<file path="config.mk">
export PLATFORM = sky130hd
export DESIGN_NAME = sprite_anim_renderer
export DESIGN_NICKNAME = d
export VERILOG_FILES = /design/src/rtl/sprite_anim_renderer.sv
export SDC_FILE = /design/constraint.sdc
export NUM_CORES = 1
export LEC_CHECK = 0
export BUFFER_PORTS_ARGS = -buffer_cell sky130_fd_sc_hd__buf_2
export CORE_MARGIN = 5
export CORE_UTILIZATION = 64
export DETAILED_ROUTE_END_ITERATION = 8
export GPL_TIMING_DRIVEN = 0
export PLACE_DENSITY = 0.89
export SLEW_MARGIN = 20
export SYNTH_ARGS = -nofsm -noshare
export SYNTH_HDL_FRONTEND = slang
export SYNTH_SLANG_ARGS = --single-unit
export TNS_END_PERCENT = 30
</file>
<file path="constraint.sdc">
create_clock -name vga_clk -period 23.6 [get_ports vga_clk]
set_clock_uncertainty 0.15 [all_clocks]
set_input_delay 7.08 -clock vga_clk [delete_from_list [all_inputs] [get_ports vga_clk]]
set_output_delay 7.08 -clock vga_clk [all_outputs]
set_load 0.01 [all_outputs]
</file>
<file path="src/rtl/sprite_anim_renderer.sv">
// Sprite pixel pipeline: animated multi-frame sprite with placement, horizontal flip,
// transparency key and a run-time writable palette. Two-cycle latency from draw_x/draw_y/blank
// to rgb/pixel_valid; the sprite ROM is clocked on the falling edge between the two stages.
module sprite_anim_renderer #(
  parameter int unsigned SPR_W  = 100,
  parameter int unsigned SPR_H  = 120,
  parameter int unsigned FRAMES = 4,
  parameter int unsigned IDX_W  = 3,
  parameter int unsigned ADDR_W = 16,
  parameter int unsigned TRANSP = 0,
  parameter int unsigned HOLD   = 6,
  localparam int unsigned FRAME_W = (FRAMES > 1) ? $clog2(FRAMES) : 1
) (
  input  logic               vga_clk,
  input  logic               reset_n,
  input  logic [9:0]         draw_x,
  input  logic [9:0]         draw_y,
  input  logic               blank,
  input  logic [9:0]         pos_x,
  input  logic [9:0]         pos_y,
  input  logic               flip_h,
  input  logic               frame_tick,
  input  logic               anim_start,
  input  logic               anim_loop,
  output logic [ADDR_W-1:0]  rom_addr,
  input  logic [IDX_W-1:0]   rom_q,
  input  logic               pal_we,
  input  logic [IDX_W-1:0]   pal_idx,
  input  logic [11:0]        pal_rgb,
  output logic [3:0]         red,
  output logic [3:0]         green,
  output logic [3:0]         blue,
  output logic               pixel_valid,
  output logic               anim_busy,
  output logic [FRAME_W-1:0] anim_frame
);

  localparam int unsigned HOLD_W   = (HOLD > 1) ? $clog2(HOLD) : 1;
  localparam int unsigned FRAME_SZ = SPR_W * SPR_H;
  localparam int unsigned PAL_N    = 2 ** IDX_W;

  typedef enum logic [1:0] {StIdle, StPlay, StDone} state_e;

  state_e              state_q;
  logic [HOLD_W-1:0]   hold_q;
  logic                loop_q;
  logic                vis_q;
  logic [11:0]         pal_mem [PAL_N];

  logic [10:0] dx;
  logic [10:0] dy;
  logic        hit;
  logic [31:0] col;
  logic [31:0] addr_full;

  // S0 geometry: sprite-relative offsets, hit test and linear ROM address.
  always_comb begin
    dx        = {1'b0, draw_x} - {1'b0, pos_x};
    dy        = {1'b0, draw_y} - {1'b0, pos_y};
    // Explicit ordering compare so draw < pos is always a miss, independent of sprite size.
    hit       = (draw_x >= pos_x) && (32'(dx) < SPR_W) &&
                (draw_y >= pos_y) && (32'(dy) < SPR_H);
    col       = flip_h ? (SPR_W - 1 - 32'(dx)) : 32'(dx);
    addr_full = 32'(anim_frame) * FRAME_SZ + 32'(dy) * SPR_W + col;
  end

  // S0 register: ROM address every cycle, visibility delayed to line up with rom_q.
  always_ff @(posedge vga_clk) begin
    if (!reset_n) begin
      rom_addr <= '0;
      vis_q    <= 1'b0;
    end else begin
      rom_addr <= addr_full[ADDR_W-1:0];
      vis_q    <= blank & hit;
    end
  end

  // S1 register and palette: colour lookup reads the pre-write palette on a same-edge write.
  always_ff @(posedge vga_clk) begin
    if (!reset_n) begin
      red         <= '0;
      green       <= '0;
      blue        <= '0;
      pixel_valid <= 1'b0;
      for (int i = 0; i < PAL_N; i++) pal_mem[i] <= '0;
    end else begin
      if (pal_we) pal_mem[pal_idx] <= pal_rgb;
      if (vis_q && (rom_q != IDX_W'(TRANSP))) begin
        {red, green, blue} <= pal_mem[rom_q];
        pixel_valid        <= 1'b1;
      end else begin
        {red, green, blue} <= '0;
        pixel_valid        <= 1'b0;
      end
    end
  end

  // Animation FSM: frame advances only on frame_tick, so never mid-line.
  always_ff @(posedge vga_clk) begin
    if (!reset_n) begin
      state_q    <= StIdle;
      hold_q     <= '0;
      loop_q     <= 1'b0;
      anim_frame <= '0;
      anim_busy  <= 1'b0;
    end else begin
      case (state_q)
        StIdle, StDone: begin
          if (anim_start) begin
            state_q    <= StPlay;
            hold_q     <= '0;
            loop_q     <= anim_loop;
            anim_frame <= '0;
            anim_busy  <= 1'b1;
          end
        end
        StPlay: begin
          if (anim_start) begin
            // Restart has priority over a coincident tick.
            hold_q     <= '0;
            loop_q     <= anim_loop;
            anim_frame <= '0;
          end else if (frame_tick) begin
            if (hold_q == HOLD_W'(HOLD - 1)) begin
              hold_q <= '0;
              if (anim_frame == FRAME_W'(FRAMES - 1)) begin
                if (loop_q) begin
                  anim_frame <= '0;
                end else begin
                  state_q   <= StDone;
                  anim_busy <= 1'b0;
                end
              end else begin
                anim_frame <= anim_frame + 1'b1;
              end
            end else begin
              hold_q <= hold_q + 1'b1;
            end
          end
        end
        default: begin
          state_q   <= StIdle;
          anim_busy <= 1'b0;
        end
      endcase
    end
  end

endmodule

</file>
---- Yosys cells after proc, flatten, opt, wreduce, memory -nomap -nowiden ----
Memory sizes are Yosys's and may differ from the RTL's. A register that Yosys moved wholly into a read port is not among the register bits.
Index checks and enable logic that the tools add are counted.
operators by class
  reduce and logical (&&, ||, !) cells .... 16
  mux-type cells .......................... 35
  bitwise operators ....................... 1
  add/subtract/negate cells ............... 7
  eq/ne operators ......................... 13
  multiply operators ...................... 2
  $lt $le $gt $ge ......................... 4
operators by type and width
  kind                     count
  $add A16 B16 Y16         2
  $mux W2                  12
  $lt A11 B7 Y1 const B    2
  $sub A10 B10 Y11         2
  $ge A10 B10 Y1           2
  $mux W16                 1
  $mux W3                  5
  $mul A11 B5 Y14 const B  1
  $mux W1                  12
  $mux W12                 1
  $ne A2 B2 Y1 const B     6
  $reduce_or A12 Y1        1
  $sub A7 B11 Y12 const A  1
  $mul A2 B9 Y11 const B   1
  $pmux W2 S2              2
  $ne A3 B3 Y1 const B     2
  $pmux W3 S2              1
  $reduce_and A6 Y1        1
  $reduce_and A5 Y1        1
  $eq A2 B2 Y1 const B     2
  $logic_and A1 B1 Y1      4
  $ne A4 B4 Y1 const B     1
  $reduce_and A2 Y1        2
  $add A3 B1 Y3 const B    1
  other kinds (12)         12
storage, ports and cells
  memories ................................ 1
  word-level logic and storage cells ...... 87
  output and inout bits ................... 32
  bits in writable memories ............... 96
  flip-flop bits (word level) ............. 27
  input port bits ......................... 66
memories
  memory   depth  bits a word  read ports  clocked after memory_dff  write ports  line  text
  pal_mem  8      12           1           1                         8            48    logic [11:0] pal_mem [PAL_N];

---- Logic depth before layout (Yosys ltp) ----
  depth in word-level cells ............... 6
  mapped depth ............................ 28
  depth with buffers taken out ............ 28

---- Least setup slack after synthesis ----
OpenSTA, ideal clock, no wires.
  path type ............................... in2reg
  start point ............................. in pos_y[1]
  end point ............................... reg rom_addr[15]
  setup slack ............................. 11.217 ns
  arrival time ............................ 12.171 ns
  stages .................................. 26
  library setup time ...................... 0.062 ns
  required time ........................... 23.388 ns
  buffers on the path ..................... 0
  path through ............................ inv_1 ha_1 nor2b_1 o21ai_0 a21boi_0 o21ai_0 a21oi_1 nor2_1 xor2_1 inv_1 ha_1 ha_1 inv_1 fa_1 inv_1 ha_1 inv_1 xnor2_1 fa_1 inv_1 ha_1 nor2b_1 a41o_1 o41ai_1 xnor3_1 nor2b_2
on the way
  longest elaborated chain between the ends .. 4
RTL lines
  item                            line  text
  from (decl)                     20    input logic [9:0] pos_y,
  $sub A10 B10 Y11                59    dy = {1'b0, draw_y} - {1'b0, pos_y};
  $mul A11 B5 Y14                 64    addr_full = 32'(anim_frame) * FRAME_SZ + 32'(dy) * SPR_W + col;
  $add A16 B16 Y16 (2 in series)  64
  to (signal assigned)            73    rom_addr <= addr_full[ADDR_W-1:0];
  to (decl)                       25    output logic [ADDR_W-1:0] rom_addr,
Every way passes these cells.
A chain may end at the register's enable or synchronous reset.

---- Worst setup path in the final report ----
Ends and elaborated chain as after synthesis.

==> metrics <==
XOR/XNOR share of the synthesized area=4.81%; RSZ-0062 raised after global routing=no; Hold Worst Slack=0.372 ns; PostCTS Resize Cnt=0; P_leak=4.31 nW; post-synth top area share=34.0%; Design Area, Final=0.00975 mm^2; Post-synth EDFFs=96; routed length on met3=1340 um; post-synthesis net count=911; antenna violations before repair=0; number of setup violations in the final report=0; Top FF cell, synth=edfxtp_1; WP data required=23.80 ns; clock buffer depth=2; worst vdd ir=141 uV; max_cap viols=0; core area=0.0131 mm^2; Rows=42; post-synth cell types=59; Area contributors post-synth=edfxtp_1, ha_1, dfxtp_1, and2_1, mux4_2; Final min period=12.74 ns; global-route wire length before repair=30000 um; post-layout util=74.2%; outcome=completed; initial DRC count=510; crit path launch type=primary input; DRC errors left=0; CTS buffer count=17; actual slew at the worst max-slew pin=0.985 ns; mux cell area share after synthesis=8.50%; Placer Congestion=0.865; Final nets=1023; top cells by count, synth=and2_1, edfxtp_1, ha_1; total number of vias=6004; Final period util=54.0%; Seq/Total Area, Yosys=43.2%; Initial Util=64.5%; PortBufs=93; critical path arrival=12.95 ns; reg2reg setup slack=19.69 ns; antenna viol nets, final=0; antenna fix cells=0; number of vias per cell=5.71; total track usage=24.5%; Area growth syn-to-layout=15.0%; postcts setup bufs=0; M1 WL=7640 um; Slew headroom=33.5%; CP endpoint kind=register; Fin. Hold Viols=0; Slew Limit Fails=0; Root Buffer=clkbuf_16; largest net degree at the start of global routing=17; crit-path max FO=6; clock insertion delay at the later pin of the skew report=0.42 ns; routed wire length per instance=17.6 um; number of synthesis warnings=0; worst min path class=reg2reg; top layer in use=met4; total wire length=18500 um; Clk pin slew, worst setup/hold paths=0.06 ns; Post-Syn Area=0.00848 mm^2; Hold Buf Count CTS=0; largest family of logic cells by synthesized area=simple AND/OR/NAND/NOR gates; Die Ht=125 um; H-tree levels=4; Die Wd=125 um; Post-Synth Adder-Cell Area=15.6%; metal2 WL=9070 um; Post-Place Cells=1019; Ports=98; fin cells=1051; most frequent cell after synthesis=and2_1; Sink Count=135; overall power=1.22 mW; DP Area=0.00919 mm^2; cell type contributing the most total cell area after synthesis=edfxtp_1; PnR worst setup slack=10.86 ns; post-detail-place hpwl=13100 um; CTS tree=yes; worst slack, placed=10.50 ns; register bit total from synthesis=135; share of cells above drive strength 1=19.1%; fmax=78.5 MHz; synthesized area per cell=11.3 um^2; Die Footprint=0.0156 mm^2; PD cells=125 mW/mm^2; remaining global-route overflow=0; Pre-Repair DR Iteration Count=5; post-synthesis simple-gate area fraction=15.7%; Cells after Synth=750; kind of critical path=in2reg; Compound-Gate Fraction of Synth Area=7.82%; asr flop ratio synth=0%; Setup TNS Final=0 ns; number of global-route vias before repair=6107
-- per-layer routing --
metal	track usage, %	vias to the layer above
met5	0	-
met4	8.74	0
met3	5.88	44
met2	40.1	254
met1	32.1	2846
li1	-	2860
-- cells in the final DEF, fill, tap and decap left out, types with 5 or more instances in the layout --
cell type	n
xnor2_1	28
clkbuf_1	20
inv_1	70
clkbuf_16	19
nand2b_1	10
buf_2	93
nand3_1	9
xor2_1	16
nor2b_1	11
a211oi_1	5
ha_1	77
mux4_2	24
o21ai_2	6
nor3_1	8
dfxtp_1	39
a21o_1	11
mux2i_1	18
nor2_1	40
nand2_1	26
inv_4	7
and2_1	114
or3_1	5
o21ai_0	19
edfxtp_1	96
a21oi_1	27
fa_1	18
-- cells by family (layout without fill, tap and decap cells) --
group	after synthesis	in the layout
and+or+nand+nor	241	241
buffers and inverters	94	219
DFF	135	135
xor gates and xnor gates	45	45
muxes	42	42
adders and majority gates	95	95
AOI/OAI and AO/OA	98	98
-- flip-flops by register name, summed over array words and instances (netlist names), 2 cells and up --
| name | count |
|---|---|
| green | 4 |
| state_q | 2 |
| red | 4 |
| anim_frame | 2 |
| hold_q | 3 |
| blue | 4 |
| rom_addr | 16 |
| pal_mem | 96 |
-- worst max-delay path, cell delays in order --
cell      delay [ns]
buf_2           0.10
inv_1           0.04
ha_1            0.27
nor2b_1         0.13
o21ai_0         0.22
a21boi_0        0.15
o21ai_0         0.27
nand2_1         0.11
xor2_1          0.28
ha_1            0.30
ha_1            0.29
inv_1           0.06
fa_1            0.50
inv_1           0.05
ha_1            0.28
nand3_1         0.07
o22ai_1         0.24
nor2_1          0.08
xor2_1          0.16
fa_1            0.49
inv_1           0.05
ha_1            0.37
a21oi_1         0.17
nor2b_1         0.07
a41o_1          0.23
o41ai_1         0.34
xnor3_1         0.40
nor2b_2         0.14
-- path summary, 6_finish.rpt --
check | from | end | cells past startpoint
max | pos_y[1] | rom_addr[15] | 28
min | loop_q | loop_q | 2
max reg2reg | anim_frame[0] | rom_addr[15] | 11
min reg2reg | loop_q | loop_q | 2
-- layout make-up --
type                            count  area, um^2
Multi-Input combinational cell    521        4470
Sequential cell                   135        3660
Fill cell                         866        3390
Clock buffer                       20         479
Timing Repair Buffer               93         465
Inverter                           70         263
Tap cell                          176         220
Buffer                             24         101
Clock inverter                     12        83.8
-- power by group --
group	total (mW)	switching (mW)	leakage, nW	internal, mW
Combinational	0.676	0.361	2.78	0.315
Clock	0.252	0.104	0.288	0.148
Sequential	0.287	0.00715	1.24	0.280
Note: power is estimated with default switching activity, not from simulation.
